**config.mk**
```make
export PLATFORM = sky130hd
export DESIGN_NAME = sound_arbiter_flat
export DESIGN_NICKNAME = d
export VERILOG_FILES = /design/src/rtl/sound_arbiter_if.sv /design/src/rtl/sound_arbiter.sv /design/src/flat_wrapper.sv
export SDC_FILE = /design/constraint.sdc
export NUM_CORES = 1
export LEC_CHECK = 0
export CORE_MARGIN = 2
export CORE_UTILIZATION = 44
export CTS_BUF_LIST = sky130_fd_sc_hd__clkbuf_2 sky130_fd_sc_hd__clkbuf_4 sky130_fd_sc_hd__clkbuf_8
export CTS_CLUSTER_DIAMETER = 200
export DETAILED_ROUTE_END_ITERATION = 7
export PLACE_DENSITY = 0.7
export SLEW_MARGIN = 20
export SYNTH_ARGS = -nofsm -noshare
export SYNTH_HDL_FRONTEND = slang
export SYNTH_SLANG_ARGS = --single-unit
```
**constraint.sdc**
```tcl
create_clock -name clk -period 2.7 [get_ports clk]
set_input_delay 0.54 -clock clk [delete_from_list [all_inputs] [get_ports clk]]
set_output_delay 0.54 -clock clk [all_outputs]
set_load 0.02 [all_outputs]
```
**src/rtl/sound_arbiter_if.sv**
```systemverilog
// Sound-event bus between the game logic (master) and the tone arbiter (slave).
interface sound_arbiter_if;
    logic       tick;
    logic [3:0] req;
    logic       soundOn;
    logic [1:0] toneSel;
    logic       busy;
    logic [3:0] pending;

    modport master (
        output tick, req,
        input  soundOn, toneSel, busy, pending
    );

    modport slave (
        input  tick, req,
        output soundOn, toneSel, busy, pending
    );
endinterface

```
**src/rtl/sound_arbiter.sv**
```systemverilog
// Priority arbiter that shares one tone generator among four sound events,
// playing each granted tone for PLAY_TICKS ticks followed by GAP_TICKS of silence.
module sound_arbiter #(
    parameter int PLAY_TICKS = 10,
    parameter int GAP_TICKS  = 2
) (
    input  logic           clk,
    input  logic           resetN,
    sound_arbiter_if.slave bus
);

    localparam logic [1:0] IDLE = 2'd0;
    localparam logic [1:0] PLAY = 2'd1;
    localparam logic [1:0] GAP  = 2'd2;

    localparam logic [3:0] PLAY_LAST = 4'(PLAY_TICKS - 1);
    localparam logic [3:0] GAP_LAST  = 4'(GAP_TICKS - 1);

    logic [1:0] state_q, state_d;
    logic [3:0] cnt_q, cnt_d;
    logic [3:0] pend_q, pend_d;
    logic [1:0] tone_q, tone_d;
    logic       sound_q, sound_d;

    logic [3:0] above_tone;
    logic       preempt;
    logic       top_valid;
    logic [1:0] top_idx;
    logic       grant;
    logic [3:0] clr;

    // A pending request outranks the current tone only if its index is strictly higher.
    genvar gi;
    generate
        for (gi = 0; gi < 4; gi++) begin : g_above
            assign above_tone[gi] = pend_q[gi] && (tone_q < 2'(gi));
        end
    endgenerate

    assign preempt   = |above_tone;
    assign top_valid = |pend_q;

    always_comb begin
        top_idx = 2'd0;
        for (int i = 0; i < 4; i++) begin
            if (pend_q[i]) begin
                top_idx = 2'(i);
            end
        end
    end

    always_comb begin
        state_d = state_q;
        cnt_d   = cnt_q;
        tone_d  = tone_q;
        grant   = 1'b0;
        clr     = 4'b0000;

        case (state_q)
            IDLE: begin
                if (top_valid) begin
                    grant   = 1'b1;
                    state_d = PLAY;
                end
            end
            PLAY: begin
                // Preemption is checked first so it overrides a coincident expiry.
                if (preempt) begin
                    grant = 1'b1;
                end else if (bus.tick) begin
                    if (cnt_q == PLAY_LAST) begin
                        state_d = GAP;
                        cnt_d   = 4'd0;
                    end else begin
                        cnt_d = cnt_q + 4'd1;
                    end
                end
            end
            GAP: begin
                if (bus.tick) begin
                    if (cnt_q == GAP_LAST) begin
                        state_d = IDLE;
                        cnt_d   = 4'd0;
                    end else begin
                        cnt_d = cnt_q + 4'd1;
                    end
                end
            end
            default: begin
                state_d = IDLE;
                cnt_d   = 4'd0;
            end
        endcase

        if (grant) begin
            tone_d = top_idx;
            cnt_d  = 4'd0;
            clr    = 4'b0001 << top_idx;
        end

        // A new request on the cycle its bit is granted survives the clear.
        pend_d  = (pend_q & ~clr) | bus.req;
        sound_d = (state_d == PLAY);
    end

    always_ff @(posedge clk) begin
        if (!resetN) begin
            state_q <= IDLE;
            cnt_q   <= 4'd0;
            pend_q  <= 4'd0;
            tone_q  <= 2'd0;
            sound_q <= 1'b0;
        end else begin
            state_q <= state_d;
            cnt_q   <= cnt_d;
            pend_q  <= pend_d;
            tone_q  <= tone_d;
            sound_q <= sound_d;
        end
    end

    assign bus.soundOn = sound_q;
    assign bus.toneSel = tone_q;
    assign bus.busy    = (state_q != IDLE);
    assign bus.pending = pend_q;

endmodule
```
**src/flat_wrapper.sv**
```systemverilog
// flat-port wrapper written by rule: the top's interface ports become plain ports
module sound_arbiter_flat 
#(
    parameter int PLAY_TICKS = 10,
    parameter int GAP_TICKS  = 2
)
  (clk, resetN, bus_tick, bus_req, bus_soundOn, bus_toneSel, bus_busy, bus_pending);
  sound_arbiter_if bus_i ();
  input  logic clk;
  input  logic resetN;
  input wire logic [$bits(bus_i.tick)-1:0] bus_tick;
  input wire logic [$bits(bus_i.req)-1:0] bus_req;
  output wire logic [$bits(bus_i.soundOn)-1:0] bus_soundOn;
  output wire logic [$bits(bus_i.toneSel)-1:0] bus_toneSel;
  output wire logic [$bits(bus_i.busy)-1:0] bus_busy;
  output wire logic [$bits(bus_i.pending)-1:0] bus_pending;
  assign bus_i.tick = bus_tick;
  assign bus_i.req = bus_req;
  assign bus_soundOn = bus_i.soundOn;
  assign bus_toneSel = bus_i.toneSel;
  assign bus_busy = bus_i.busy;
  assign bus_pending = bus_i.pending;
  sound_arbiter #(.PLAY_TICKS(PLAY_TICKS), .GAP_TICKS(GAP_TICKS)) u_core (.clk(clk), .resetN(resetN), .bus(bus_i));
endmodule
```
==> run_results.csv, run 1 <==
group,metric,value,unit
run_status,status,"finished, final reports clean",
placed_design,hpwl,1130,um
yosys,ys_seq_area_share,35.3,%
setup_path,cp_max_fo,7,
setup_path,crit_end,"bus_busy",
clock_tree,cts_max_level,1,
run,maxCapViolCount,0,
finish,area_delta_synth_final,25.3,%
power_and_ir_drop,peakVddDrop,355,uV
timing,min_period,2.31,ns
yosys,synthArstFlopShare,0,%
clock_tree,cts_sinks,13,
placed_design,port-buffer-count,14,
drt,firstDrtPassIters,4,
setup_path,cp.depth,4,
setup_path,path_cells,"inv_1 -> ha_1 -> inv_1 -> clkdlybuf4s50_1",
drt,vias_per_cell,5.74,
clock_tree,cts_buffers,3,
grt,overflow,0,
setup_path,cp.required,2.16,ns
drt,routedWlPerCell,12.8,um
setup_path,slowest_delay,0.61,ns
placed_design,pre_cts_ws,0.419,ns
timing,worstMarginPinSlew,0.438,ns
grt,grt_pass1_vias,610,
setup_path,crit_buf_inv,3,
power_and_ir_drop,total_power,585,uW
yosys,synth_edf_count,0,
finish,fin_nets,119,
yosys,avgSynthCellArea,8.39,um^2
drt,drt-initial-drc-count,13,
clock_tree,clk-insertion-delay-late,0.27,ns
timing,finalCritPeriodShare,85.7,%
yosys,syn_area,738,um^2
drt,postRouteAntennaNets,0,
setup_path,rr_startpoint,"u_core.state_q[1]$_SDFF_PN0_",
clock_tree,cts_resized,0,
timing,finalClockSkew,0.00266,ns
power_and_ir_drop,power.leakage,0.000386,uW
timing,final.setup.worst_slack,0.387,ns
setup_path,r2r_setup_slack,0.65,ns
yosys,synth-seq-cells,13,
grt,grt_first_pass_wirelength,2450,um
grt,grt_max_degree,10,
drt,drc,0,
timing,fmax,432,MHz
clock_tree,clockBufferDepth,2,
grt,grt_antenna_before_repair,0,
floorplanning,core-area,1540,um^2
floorplanning,die_area,2020,um^2
setup_path,slowest_stage,"clkdlybuf4s50_1",
timing,setup_tns,0,ns
drt,routed-via-count,694,
grt,grt_usage,16.3,%
floorplanning,die_w,45.0,um
floorplanning,ioPinCount,15,
yosys,synth_cell_types,31,
setup_path,worstSetupStartpoint,"u_core.state_q[1]$_SDFF_PN0_",
timing,slew_viol_final,0,
drt,wl,1550,um
yosys,ys_warn_count,0,
placed_design,gp_congestion,0.750,
yosys,syn-num-nets,101,
finish,regArea,260,um^2
floorplanning,die_y,45.0,um
finish,multi_input_area,440,um^2
floorplanning,start_util,47.9,%
finish,n_fill_cell,151,
floorplanning,row_count,14,
power_and_ir_drop,p_per_area,632,nW/um^2
clock_tree,cts_setup_buffers,0,
clock_tree,cts_tree,"done",
clock_tree,cts_hold_buf,0,
worst_hold_path,hp-class,"flip-flop to flip-flop",
clock_tree,root_buffer,"clkbuf_4",
timing,hold_violations,0,
finish,drive_gt1_share,7.62,%
finish,utilization,60.0,%
yosys,netlist_instances,88,
setup_path,timing.rr.end,"u_core.cnt_q[3]$_SDFFE_PP0P_",
timing,setup_viol,0,
setup_path,reg2reg_depth,5,
setup_path,arrival,1.77,ns
timing,slew_headroom,70.8,%
yosys,synth_top_flop_cell,"dfxtp_1",
clock_tree,clk_pin_slew,0.08,ns
finish,n_antenna_cell,0,
timing,rsz0062_at_grt,"false",
setup_path,worst_path_most_repeated_cell,"inv_1",
setup_path,worst_setup_path_start_kind,"flip-flop",
setup_path,endpoint_kind,"output pin",
setup_path,crit_type,"flip-flop to output pin",
setup_path,cpLargestDelayFamily,"buffers and inverters",
where the power goes:
part           switching (uW)  internal, uW  leakage (uW)
Sequential               22.5           213      0.000107
Combinational             120           100      0.000260
Clock                    61.5          67.4     0.0000184
Total                     204           380      0.000386
worst min-delay path, cell delays in order, from the launching register on:
cell and delay (ns):
dfxtp_1 0.34, nand2_1 0.06, a21oi_1 0.05
how the worst min path moves through the flow:
| stage | from | end | slack, ns | cells past startpoint |
|---|---|---|---|---|
| after floorplan | u_core.cnt_q[1]$_SDFFE_PP0P_ | u_core.cnt_q[1]$_SDFFE_PP0P_ | 0.46 | 2 |
| after global placement | u_core.cnt_q[1]$_SDFFE_PP0P_ | u_core.cnt_q[1]$_SDFFE_PP0P_ | 0.48 | 2 |
| after detailed placement | u_core.cnt_q[1]$_SDFFE_PP0P_ | u_core.cnt_q[1]$_SDFFE_PP0P_ | 0.49 | 2 |
| after CTS | u_core.cnt_q[1]$_SDFFE_PP0P_ | u_core.cnt_q[1]$_SDFFE_PP0P_ | 0.50 | 2 |
| after global routing | u_core.cnt_q[1]$_SDFFE_PP0P_ | u_core.cnt_q[1]$_SDFFE_PP0P_ | 0.53 | 2 |
| final | u_core.cnt_q[1]$_SDFFE_PP0P_ | u_core.cnt_q[1]$_SDFFE_PP0P_ | 0.50 | 2 |
layout by cell type, fill, tap and decap left out:
cell | netlist | final
or4_1 | 2 | 2
o211a_1 | 1 | 1
o21ba_1 | 1 | 1
o221ai_1 | 1 | 1
nand3_1 | 2 | 2
o21ai_0 | 7 | 7
inv_1 | 8 | 8
a311oi_1 | 1 | 1
or3_1 | 2 | 2
nand2_1 | 3 | 3
mux2_2 | 1 | 1
dfxtp_1 | 13 | 13
a211o_1 | 1 | 1
nor2b_1 | 3 | 3
a41o_1 | 1 | 1
a31oi_1 | 1 | 1
nor2_1 | 8 | 8
clkbuf_4 | 0 | 4
a21oi_2 | 1 | 1
o22ai_1 | 1 | 1
nor3_1 | 1 | 1
and3_1 | 1 | 1
a221oi_1 | 1 | 1
a31o_2 | 1 | 1
ha_1 | 6 | 6
nand2b_1 | 3 | 3
inv_2 | 1 | 1
a21o_1 | 2 | 2
clkdlybuf4s50_1 | 0 | 14
a21oi_1 | 10 | 10
o41a_1 | 2 | 2
o31a_1 | 1 | 1
state kept, by name, indices dropped and copies added, names as in the netlist:
name,flops
u_core.bus.toneSel,2
u_core.cnt_q,4
u_core.bus.pending,4
u_core.state_q,2
u_core.bus.soundOn,1
metal layers:
| layer | global-route usage (%) | vias up | wire [um] |
|---|---|---|---|
| li1 | - | 356 | - |
| met2 | 25.4 | 19 | 707 |
| met5 | 0 | - | 0 |
| met1 | 21.6 | 314 | 747 |
| met3 | 2.40 | 5 | 64 |
| met4 | 8.82 | 0 | 31 |
metrics by stage:
step	cells	hold WS (ns)	cell area [um^2]
floorplan	88	0.462	738
global placement	117	0.484	895
detailed placement	117	0.491	895
CTS	121	0.502	925
global route	121	0.529	925
finish	121	0.497	925
kinds of logic after synthesis:
family	count (synthesis)	share of synthesized area (%)
flip-flops	13	35.3
multiplexers	1	1.53
adder cells (fa/ha/maj)	6	10.2
buffers and inverters	10	5.08
AO/OA/AOI/OAI	33	30.7
AND/OR/NAND/NOR	25	17.3
Yosys cell counts (3+ instances only):
| library cell | instances | area, um^2 |
|---|---|---|
| a21oi_1 | 10 | 50.1 |
| dfxtp_1 | 13 | 260 |
| ha_1 | 6 | 75.1 |
| inv_1 | 8 | 30.0 |
| nand2_1 | 3 | 11.3 |
| nand2b_1 | 3 | 18.8 |
| nor2_1 | 8 | 30.0 |
| nor2b_1 | 3 | 18.8 |
| o21ai_0 | 7 | 35.0 |
area by class of cell:
type,instances,area share [%]
multi-input combinational,65,47.6
sequential,13,28.1
timing repair buffer,14,15.2
inverter,9,3.65
clock buffer,4,3.25
tap,16,2.17
Power figures use the tool's default switching activity.
==> inputs of run 2 (changes only) <==
--- a/config.mk
+++ b/config.mk
@@ -5,13 +5,12 @@
 export SDC_FILE = /design/constraint.sdc
 export NUM_CORES = 1
 export LEC_CHECK = 0
-export CORE_MARGIN = 2
+export CORE_MARGIN = 3
 export CORE_UTILIZATION = 44
 export CTS_BUF_LIST = sky130_fd_sc_hd__clkbuf_2 sky130_fd_sc_hd__clkbuf_4 sky130_fd_sc_hd__clkbuf_8
 export CTS_CLUSTER_DIAMETER = 200
 export DETAILED_ROUTE_END_ITERATION = 7
 export PLACE_DENSITY = 0.7
-export SLEW_MARGIN = 20
 export SYNTH_ARGS = -nofsm -noshare
 export SYNTH_HDL_FRONTEND = slang
 export SYNTH_SLANG_ARGS = --single-unit
==> constraint.sdc (replaced) <==
create_clock -name clk -period 2.7 [get_ports clk]
set_input_delay 0.54 -clock clk [delete_from_list [all_inputs] [get_ports clk]]
set_output_delay 0.54 -clock clk [all_outputs]
set_load 0.05 [all_outputs]
==> run 2 against run 1 <==
Against the previous run: worst hold slack improved by 0.0014 ns; clock skew rose by 0.0045 ns; register-to-register slack about the same; core utilization stayed put; worst setup slack lost 0.15 ns; count of clock-buffer cells in the layout stayed put; global-route usage up 0.11 points; non-clock buffer count unchanged; combinational power is 22% higher; via count is the same; first-iteration DRC count shrank 62%; wire length shrank 1.4%; critical path type unchanged; critical endpoint unchanged; largest cell class unchanged.
==> run_results.csv, run 2 (same netlist as run 1, synthesis figures left out) <==
group,metric,value,unit
timing,setup_viol,0,
timing,min_period,2.46,ns
drt,drc,0,
clock_tree,cts_setup_buffers,0,
grt,grt_pass1_vias,655,
clock_tree,cts_sinks,13,
finish,n_antenna_cell,0,
finish,layout_commonest_cell,"clkdlybuf4s50_1",
timing,fmax,406,MHz
floorplanning,row_count,14,
floorplanning,start_util,47.9,%
setup_path,cp.required,2.16,ns
timing,setup_tns,0,ns
timing,rsz0062_at_grt,"false",
setup_path,arrival,1.92,ns
worst_hold_path,hp-class,"flip-flop to flip-flop",
clock_tree,cts_tree,"done",
clock_tree,clk_pin_slew,0.08,ns
floorplanning,ioPinCount,15,
setup_path,endpoint_kind,"output pin",
finish,area_delta_synth_final,25.3,%
floorplanning,core-area,1540,um^2
finish,fin_nets,119,
clock_tree,clk-insertion-delay-late,0.27,ns
setup_path,crit_type,"flip-flop to output pin",
placed_design,hpwl,1160,um
clock_tree,cts_max_level,1,
setup_path,worst_setup_path_start_kind,"flip-flop",
grt,grt_antenna_before_repair,0,
clock_tree,cts_buffers,3,
drt,vias_per_cell,5.74,
drt,postRouteAntennaNets,0,
finish,drive_gt1_share,7.62,%
run,maxCapViolCount,0,
placed_design,gp_congestion,0.771,
timing,hold_violations,0,
power_and_ir_drop,peakVddDrop,456,uV
clock_tree,cts_resized,0,
grt,overflow,0,
finish,regArea,260,um^2
timing,slew_viol_final,0,
run_status,status,"finished, final reports clean",
finish,multi_input_area,440,um^2
power_and_ir_drop,p_per_area,681,nW/um^2
floorplanning,die_w,47.0,um
drt,routedWlPerCell,12.6,um
drt,firstDrtPassIters,4,
drt,wl,1530,um
finish,layout_common_cells,"clkdlybuf4s50_1, dfxtp_1, a21oi_1",
grt,grt_usage,16.4,%
clock_tree,clockBufferDepth,2,
finish,utilization,60.0,%
floorplanning,die_y,47.0,um
drt,routed-via-count,694,
finish,n_fill_cell,164,
grt,grt_first_pass_wirelength,2640,um
grt,grt_max_degree,10,
timing,slew_headroom,66.6,%
drt,drt-initial-drc-count,5,
power_and_ir_drop,total_power,629,uW
power_and_ir_drop,power.leakage,0.000386,uW
clock_tree,root_buffer,"clkbuf_4",
timing,worstMarginPinSlew,0.499,ns
placed_design,port-buffer-count,14,
setup_path,cp_max_fo,7,
timing,finalCritPeriodShare,91.3,%
clock_tree,cts_hold_buf,0,
floorplanning,die_area,2210,um^2
timing,finalClockSkew,0.00716,ns
run 2: stage by stage:
step / setup slack, ns / instance area, um^2 / instances / hold WS (ns)
after floorplan: 0.666 / 738 / 88 / 0.462
after global placement: 0.457 / 895 / 117 / 0.483
after detailed placement: 0.414 / 895 / 117 / 0.493
after CTS: 0.224 / 925 / 121 / 0.504
after global routing: 0.135 / 925 / 121 / 0.528
final: 0.236 / 925 / 121 / 0.499
run 2: layout make-up:
class	count	share of cell area [%]
clock buffer	4	3.25
tap	16	2.17
sequential	13	28.1
timing repair buffer	14	15.2
inverter	9	3.65
multi-input combinational	65	47.6
run 2: worst paths after layout:
check / start / cells after the start / slack [ns] / to
worst max register to register: u_core.state_q[1]$_SDFF_PN0_ / 5 / 0.65 / u_core.cnt_q[3]$_SDFFE_PP0P_
worst min-delay path: u_core.cnt_q[1]$_SDFFE_PP0P_ / 2 / 0.50 / u_core.cnt_q[1]$_SDFFE_PP0P_
worst min register to register: u_core.cnt_q[1]$_SDFFE_PP0P_ / 2 / 0.50 / u_core.cnt_q[1]$_SDFFE_PP0P_
worst max-delay path: u_core.state_q[1]$_SDFF_PN0_ / 4 / 0.24 / bus_busy
run 2: routing by layer:
layer	wire length, um	up-vias	global-route usage [%]	part of all wire [%]
li1	-	361	-	-
met1	785	315	20.8	51
met2	653	16	25.7	43
met3	84	2	5.36	5.5
met4	5	0	6.63	0.33
met5	0	-	0	0
run 2: worst max-delay path: stages (launching register included):
cell and delay [ns]:
dfxtp_1 0.41, inv_1 0.08, ha_1 0.28, inv_1 0.09
clkdlybuf4s50_1 0.80
run 2: where the power goes:
group | switching, uW | leakage (uW) | total (uW) | internal (uW)
registers | 22.5 | 0.000107 | 236 | 213
clock network | 58.6 | 0.0000184 | 126 | 67.2
logic | 168 | 0.000260 | 268 | 99.7
total | 249 | 0.000386 | 629 | 380
==> inputs of run 3 (changes only) <==
--- a/config.mk
+++ b/config.mk
@@ -5,6 +5,7 @@
 export SDC_FILE = /design/constraint.sdc
 export NUM_CORES = 1
 export LEC_CHECK = 0
+export ABC_CLOCK_PERIOD_IN_PS = 2700
 export CORE_MARGIN = 3
 export CORE_UTILIZATION = 44
 export CTS_BUF_LIST = sky130_fd_sc_hd__clkbuf_2 sky130_fd_sc_hd__clkbuf_4 sky130_fd_sc_hd__clkbuf_8
==> results of run 3 <==
No change in the layout: final DEF, timing and power equal those of run 2.
